## src/rtl/game_seq_ctrl_if.sv

```systemverilog
// game_seq_ctrl_if: button/VGA inputs and display/state outputs of the game sequencer.
// master drives the button and VGA counters; slave is the sequencer.
interface game_seq_ctrl_if;
    logic        nPBTON;
    logic [10:0] hcount;
    logic [10:0] vcount;
    logic        frame_tick;
    logic [1:0]  game_state;
    logic [3:0]  score_u, score_t, score_h;
    logic [3:0]  time_u, time_t;
    logic        blink;
    logic [3:0]  hi_u, hi_t, hi_h;
    modport master (
        output nPBTON, hcount, vcount,
        input  frame_tick, game_state, score_u, score_t, score_h, time_u, time_t, blink, hi_u, hi_t, hi_h
    );
    modport slave (
        input  nPBTON, hcount, vcount,
        output frame_tick, game_state, score_u, score_t, score_h, time_u, time_t, blink, hi_u, hi_t, hi_h
    );
endinterface

```

## src/rtl/game_seq_ctrl.sv

```systemverilog
// game_seq_ctrl: debounced button, IDLE/PLAY/OVER FSM, BCD score and countdown, frame tick.
// Define HIGH_SCORE_EN to build the best-score register behind hi_u/hi_t/hi_h.
module game_seq_ctrl #(
    parameter int FPGAFREQ     = 50_000_000,
    parameter int DEBOUNCE_CYC = 500_000,
    parameter int GAME_SECS    = 60,
    parameter int V_ACTIVE     = 480,
    parameter int BLINK_FRAMES = 32
) (
    input logic CLK,
    input logic nRST,
    game_seq_ctrl_if.slave bus
);
    localparam int DW = DEBOUNCE_CYC > 1 ? $clog2(DEBOUNCE_CYC) : 1;
    localparam int SW = FPGAFREQ > 1 ? $clog2(FPGAFREQ) : 1;
    localparam int BW = BLINK_FRAMES > 1 ? $clog2(BLINK_FRAMES) : 1;
    localparam logic [7:0] GAME_BCD = {4'(GAME_SECS / 10), 4'(GAME_SECS % 10)};

    typedef enum logic [1:0] {IDLE = 2'b00, PLAY = 2'b01, OVER = 2'b10} state_t;

    state_t          state, state_n;
    logic [1:0]      sync;
    logic            lvl, acc, press, ft, sec_tick, blink, blink_n;
    logic [DW-1:0]   db_cnt;
    logic [SW-1:0]   sec_cnt;
    logic [BW-1:0]   bc, bc_n;
    logic [11:0]     score, score_n;
    logic [7:0]      tm, tm_n;

    function automatic logic [11:0] bcd_inc(input logic [11:0] v);
        logic [3:0] u, t, h;
        u = v[3:0] == 4'd9 ? 4'd0 : v[3:0] + 4'd1;
        t = v[3:0] != 4'd9 ? v[7:4] : v[7:4] == 4'd9 ? 4'd0 : v[7:4] + 4'd1;
        h = v[7:0] != 8'h99 ? v[11:8] : v[11:8] == 4'd9 ? 4'd0 : v[11:8] + 4'd1;
        return {h, t, u};
    endfunction

    assign lvl      = ~sync[1];
    assign sec_tick = state == PLAY && sec_cnt == SW'(FPGAFREQ - 1);

    // counter runs only while the synchronized level disagrees with the accepted one
    always_ff @(posedge CLK or negedge nRST) begin
        if (!nRST) begin
            sync    <= 2'b11;
            acc     <= 1'b0;
            press   <= 1'b0;
            db_cnt  <= '0;
            ft      <= 1'b0;
            sec_cnt <= '0;
        end else begin
            sync  <= {sync[0], bus.nPBTON};
            press <= 1'b0;
            if (lvl == acc) db_cnt <= '0;
            else if (db_cnt == DW'(DEBOUNCE_CYC - 1)) begin
                acc    <= lvl;
                press  <= lvl;
                db_cnt <= '0;
            end else db_cnt <= db_cnt + 1'b1;
            ft      <= bus.hcount == 11'd0 && bus.vcount == 11'(V_ACTIVE);
            sec_cnt <= (state != PLAY || sec_tick) ? '0 : sec_cnt + 1'b1;
        end
    end

    always_ff @(posedge CLK or negedge nRST) begin
        if (!nRST) begin
            state <= IDLE;
            score <= '0;
            tm    <= '0;
            blink <= 1'b1;
            bc    <= '0;
        end else begin
            state <= state_n;
            score <= score_n;
            tm    <= tm_n;
            blink <= blink_n;
            bc    <= bc_n;
        end
    end

    always_comb begin
        state_n = state;
        score_n = score;
        tm_n    = tm;
        blink_n = blink;
        bc_n    = bc;
        case (state)
            IDLE: if (press) begin
                state_n = PLAY;
                score_n = '0;
                tm_n    = GAME_BCD;
            end
            PLAY: begin
                blink_n = 1'b1;
                bc_n    = '0;
                if (press) score_n = bcd_inc(score);
                if (sec_tick) begin
                    tm_n    = tm[3:0] == 4'd0 ? {tm[7:4] - 4'd1, 4'd9} : {tm[7:4], tm[3:0] - 4'd1};
                    state_n = tm == 8'h01 ? OVER : PLAY;
                end
            end
            OVER: begin
                if (ft) begin
                    bc_n    = bc == BW'(BLINK_FRAMES - 1) ? '0 : bc + 1'b1;
                    blink_n = bc == BW'(BLINK_FRAMES - 1) ? ~blink : blink;
                end
                if (press) begin
                    state_n = IDLE;
                    blink_n = 1'b1;
                    bc_n    = '0;
                end
            end
            default: state_n = IDLE;
        endcase
    end

`ifdef HIGH_SCORE_EN
    logic        over_q;
    logic [11:0] hi;
    // packed BCD orders the same as the binary value, so a plain compare works
    always_ff @(posedge CLK or negedge nRST) begin
        if (!nRST) begin
            over_q <= 1'b0;
            hi     <= '0;
        end else begin
            over_q <= state == PLAY && state_n == OVER;
            if (over_q && score > hi) hi <= score;
        end
    end
    assign {bus.hi_h, bus.hi_t, bus.hi_u} = hi;
`else
    assign {bus.hi_h, bus.hi_t, bus.hi_u} = '0;
`endif

    assign bus.frame_tick = ft;
    assign bus.game_state = state;
    assign {bus.score_h, bus.score_t, bus.score_u} = score;
    assign {bus.time_t, bus.time_u} = tm;
    assign bus.blink = blink;
endmodule

```

## src/flat_wrapper.sv

```systemverilog
// flat-port wrapper written by rule: the top's interface ports become plain ports
module game_seq_ctrl_flat 
#(
    parameter int FPGAFREQ     = 50_000_000,
    parameter int DEBOUNCE_CYC = 500_000,
    parameter int GAME_SECS    = 60,
    parameter int V_ACTIVE     = 480,
    parameter int BLINK_FRAMES = 32
)
  (CLK, nRST, bus_nPBTON, bus_hcount, bus_vcount, bus_frame_tick, bus_game_state, bus_score_u, bus_score_t, bus_score_h, bus_time_u, bus_time_t, bus_blink, bus_hi_u, bus_hi_t, bus_hi_h);
  game_seq_ctrl_if bus_i ();
  input logic CLK;
  input logic nRST;
  input wire logic [$bits(bus_i.nPBTON)-1:0] bus_nPBTON;
  input wire logic [$bits(bus_i.hcount)-1:0] bus_hcount;
  input wire logic [$bits(bus_i.vcount)-1:0] bus_vcount;
  output wire logic [$bits(bus_i.frame_tick)-1:0] bus_frame_tick;
  output wire logic [$bits(bus_i.game_state)-1:0] bus_game_state;
  output wire logic [$bits(bus_i.score_u)-1:0] bus_score_u;
  output wire logic [$bits(bus_i.score_t)-1:0] bus_score_t;
  output wire logic [$bits(bus_i.score_h)-1:0] bus_score_h;
  output wire logic [$bits(bus_i.time_u)-1:0] bus_time_u;
  output wire logic [$bits(bus_i.time_t)-1:0] bus_time_t;
  output wire logic [$bits(bus_i.blink)-1:0] bus_blink;
  output wire logic [$bits(bus_i.hi_u)-1:0] bus_hi_u;
  output wire logic [$bits(bus_i.hi_t)-1:0] bus_hi_t;
  output wire logic [$bits(bus_i.hi_h)-1:0] bus_hi_h;
  assign bus_i.nPBTON = bus_nPBTON;
  assign bus_i.hcount = bus_hcount;
  assign bus_i.vcount = bus_vcount;
  assign bus_frame_tick = bus_i.frame_tick;
  assign bus_game_state = bus_i.game_state;
  assign bus_score_u = bus_i.score_u;
  assign bus_score_t = bus_i.score_t;
  assign bus_score_h = bus_i.score_h;
  assign bus_time_u = bus_i.time_u;
  assign bus_time_t = bus_i.time_t;
  assign bus_blink = bus_i.blink;
  assign bus_hi_u = bus_i.hi_u;
  assign bus_hi_t = bus_i.hi_t;
  assign bus_hi_h = bus_i.hi_h;
  game_seq_ctrl #(.FPGAFREQ(FPGAFREQ), .DEBOUNCE_CYC(DEBOUNCE_CYC), .GAME_SECS(GAME_SECS), .V_ACTIVE(V_ACTIVE), .BLINK_FRAMES(BLINK_FRAMES)) u_core (.CLK(CLK), .nRST(nRST), .bus(bus_i));
endmodule
```

## config.mk

```make
export PLATFORM = sky130hd
export DESIGN_NAME = game_seq_ctrl_flat
export DESIGN_NICKNAME = d
export VERILOG_FILES = /design/src/rtl/game_seq_ctrl_if.sv /design/src/rtl/game_seq_ctrl.sv /design/src/flat_wrapper.sv
export SDC_FILE = /design/constraint.sdc
export NUM_CORES = 1
export LEC_CHECK = 0
export ABC_AREA = 1
export CAP_MARGIN = 30
export CORE_AREA = 2 2 117 119
export DETAILED_ROUTE_END_ITERATION = 8
export DIE_AREA = 0 0 119 121
export GPL_TIMING_DRIVEN = 0
export PLACE_DENSITY_LB_ADDON = 0.2
export SLEW_MARGIN = 15
export SYNTH_ARGS = -nofsm -noshare
export SYNTH_HDL_FRONTEND = slang
export SYNTH_SLANG_ARGS = --single-unit
```

## constraint.sdc

```tcl
create_clock -name CLK -period 1.9 [get_ports CLK]
set_input_delay 0.38 -clock CLK [delete_from_list [all_inputs] [get_ports CLK]]
set_output_delay 0.38 -clock CLK [all_outputs]
set_load 0.03 [all_outputs]
```

==> impl_metrics.ini <==
[timing]
tightest_slew_ns = 0.5210
rsz0062_at_grt = yes
min_period_ns = 1.847
setup_violations = 0
fin_crit_sh_pct = 97.19
fmax_mhz = 541.5
layout_setup_ws_ns = 0.05343
maxSlewViolCount = 0
hold_viol_final = 0
relSlewSlack_pct = 65.27
fin_skew_ns = 0.007437
finalSetupTns_ns = 0

[critical_path]
slowest_delay_ns = 0.70
critPathKind = reg -> out
cp_cell_sequence = clkdlybuf4s50_1
arrival_ns = 1.47
crit_path_top_delay_cell = clkdlybuf4s50_1
start_kind = flip-flop
crit_buf_inv = 1
cp.depth = 1
crit_path_max_fanout = 6
critPathCaptureType = output port
critPathTopFamily = buffers and inverters
rr_worst_depth = 8
required_ns = 1.52

[floorplanning]
die_area_sq_mm = 0.01440
start_util_pct = 34.63
design.portCount = 61
die_w_microns = 119
row_count = 42
core_area_sq_mm = 0.01309
die_y_microns = 121

[layout]
fin_nets = 708
drive_gt1_share_pct = 9.538
n_fill_cell = 1339
final_cell_area_sq_mm = 0.005614
insertedDiodeCount = 0
syn2layout_area_growth_pct = 23.88

[synth]
synth-edff-count = 0
yosysSeqAreaShare_pct = 43.15
syn_inst = 594
postSynthAreaPerCell_sq_um = 7.629
yosysUniqueCellTypes = 37
async_flop_share_pct = 100.0
synth_seq_cells = 78
synth_warnings = 0
ys.flop_type = dfrtp_1
netlist_area_sq_mm = 0.004532

[clocking]
path_clk_slew_ns = 0.05
ctsHoldBuffers = 0
numCtsBuffers = 9
cts_tree = done
cts_htree_levels = 3
clk_path_buf_depth = 2
clk_latency_ns = 0.34
clock-sinks = 78
cts_root_buffer = clkbuf_16

[routing]
vias = 3820
firstDrtPassIters = 4
finalWirelength_microns = 9710
ant_nets = 0
drtIter0Drc = 252
viasPerCell = 4.510
wl_per_cell_microns = 11.46
drc_errors = 0

[power]
power_density_mw_per_mm2 = 637.7
switchingPower_mw = 0.7496
pwr-share-clk_pct = 48.7
ir_drop_v = 0.0003824
leakagePower_nw = 2.425
p_int_mw = 2.830
sw_frac_of_total_pct = 20.94
p_total_mw = 3.580
combinationalPowerShare_pct = 4.5
seq_power_share_pct = 46.8

[job]
max-cap-violations = 0

[placed_design]
io_buffers = 48
hpwl_microns = 7331
placed_area_sq_mm = 0.005291
pre_cts_ws_ns = -0.01699
gp_congestion = 0.8488

[global_route]
grt_max_degree = 42
grt-ovfl-total = 0
grt_pass1_vias = 3851
antenna_found_initial = 0
grt_pass1_wl_microns = 17600
track_usage_pct = 14.81

[run_status]
status = completed

[hold_path]
hold_path.class = in -> async
[layout by cell type (no fill, tap or decap), types with 3 or more instances in the layout]
| master | synthesis | final |
|---|---|---|
| nand3b_1 | 3 | 3 |
| buf_4 | 15 | 17 |
| nor2_2 | 6 | 8 |
| ha_1 | 17 | 17 |
| nor2_4 | 5 | 5 |
| nand3_1 | 26 | 26 |
| xor2_1 | 13 | 13 |
| nand4_1 | 18 | 18 |
| nand2_2 | 6 | 6 |
| a21oi_1 | 17 | 16 |
| o22ai_1 | 3 | 3 |
| nand2_1 | 123 | 123 |
| o21ai_0 | 16 | 16 |
| xnor2_1 | 9 | 9 |
| dfrtp_1 | 75 | 75 |
| clkdlybuf4s50_1 | 0 | 44 |
| nor2_1 | 116 | 114 |
| nor3_1 | 18 | 18 |
| dfstp_2 | 3 | 3 |
| inv_1 | 79 | 79 |
| o21ai_1 | 4 | 4 |
| conb_1 | 1 | 12 |
| clkbuf_16 | 0 | 9 |
[sequential cells by signal, summed over array words and instances, names as in the netlist, 2 cells and up]
| signal | flops |
|---|---|
| u_core.bc | 5 |
| u_core.bus.game_state | 2 |
| u_core.db_cnt | 19 |
| u_core.score | 12 |
| u_core.sec_cnt | 26 |
| u_core.sync | 2 |
| u_core.tm | 8 |
[logic make-up after synthesis]
logic type,synth area share [%]
compound gates,5.494
xor+xnor,4.252
fa+ha+maj,4.693
buf+inv,9.552
flops,43.15
other cells,0.08275
simple gates,32.77
[power groups by stage]
stage                     combinational, mW  sequential, mW  clock (mW)
after CTS                             0.165            1.68        1.80
after global placement                0.158            1.71           0
final                                 0.160            1.68        1.74
after floorplan                      0.0699            1.70           0
after global routing                  0.179            1.68        1.87
after detailed placement              0.165            1.71           0
[cell usage after synthesis, drive strengths merged, types with 3 or more instances]
library cell / number / share of area [%]
nor2: 127 / 12
xor2: 13 / 2.5
nand3b: 3 / 0.50
o22ai: 3 / 0.41
nand2: 131 / 12
buf: 17 / 2.9
xnor2: 9 / 1.7
nor3: 19 / 2.2
dfstp: 3 / 1.7
a21oi: 17 / 1.9
nand4: 19 / 2.8
ha: 17 / 4.7
nand3: 27 / 3.1
inv: 80 / 6.6
o21ai: 20 / 2.2
dfrtp: 75 / 41
[cell type report]
class	count	area [sq um]	share of cell area (%)
Tap cell	176	220.2	3.922
Inverter	80	300.3	5.349
Clock buffer	13	260.3	4.636
Clock inverter	3	42.54	0.7577
Buffer	17	132.6	2.362
Timing Repair Buffer	50	509.2	9.071
Multi-Input combinational cell	430	2193	39.07
Sequential cell	78	1956	34.83
[worst paths after layout]
check / endpoint / slack [ns] / from
min in group CLK: u_core.sync[1] / 0.36 / u_core.sync[0]
max reg2reg: u_core.tm[1] / 0.15 / u_core.bus.game_state[1]
max in group asynchronous: u_core.sync[1] / 1.23 / nRST
min reg2reg: u_core.sync[1] / 0.36 / u_core.sync[0]
min: u_core.sec_cnt[11] / 0.02 / nRST
max: bus_score_t[0] / 0.05 / u_core.score[4]
[per-layer routing]
layer / GRT usage, % / wire [microns] / share of wire (%)
met1: 19.35 / 4750 / 49
met2: 24.75 / 4581 / 47
met3: 3.430 / 300 / 3.1
met4: 3.869 / 78 / 0.80
met5: 0 / 0 / 0
[through the flow]
step           std cells  util (%)  hold slack [ns]
6_report             847     42.91          0.01699
5_1_grt              847     42.91          0.06208
4_1_cts              846     42.77          0.04361
3_5_place_dp         830     40.44           0.3503
3_3_place_gp         829     40.30           0.3469
2_1_floorplan        605         -          0.08441
[repair_timing]
item | CTS | global route
pin swaps | 0 | 1
resized for setup | 2 | 4
setup buffers | 0 | 1
endpoints found under the setup margin | 4 | 12
Note: power is estimated with default switching activity, not from simulation.
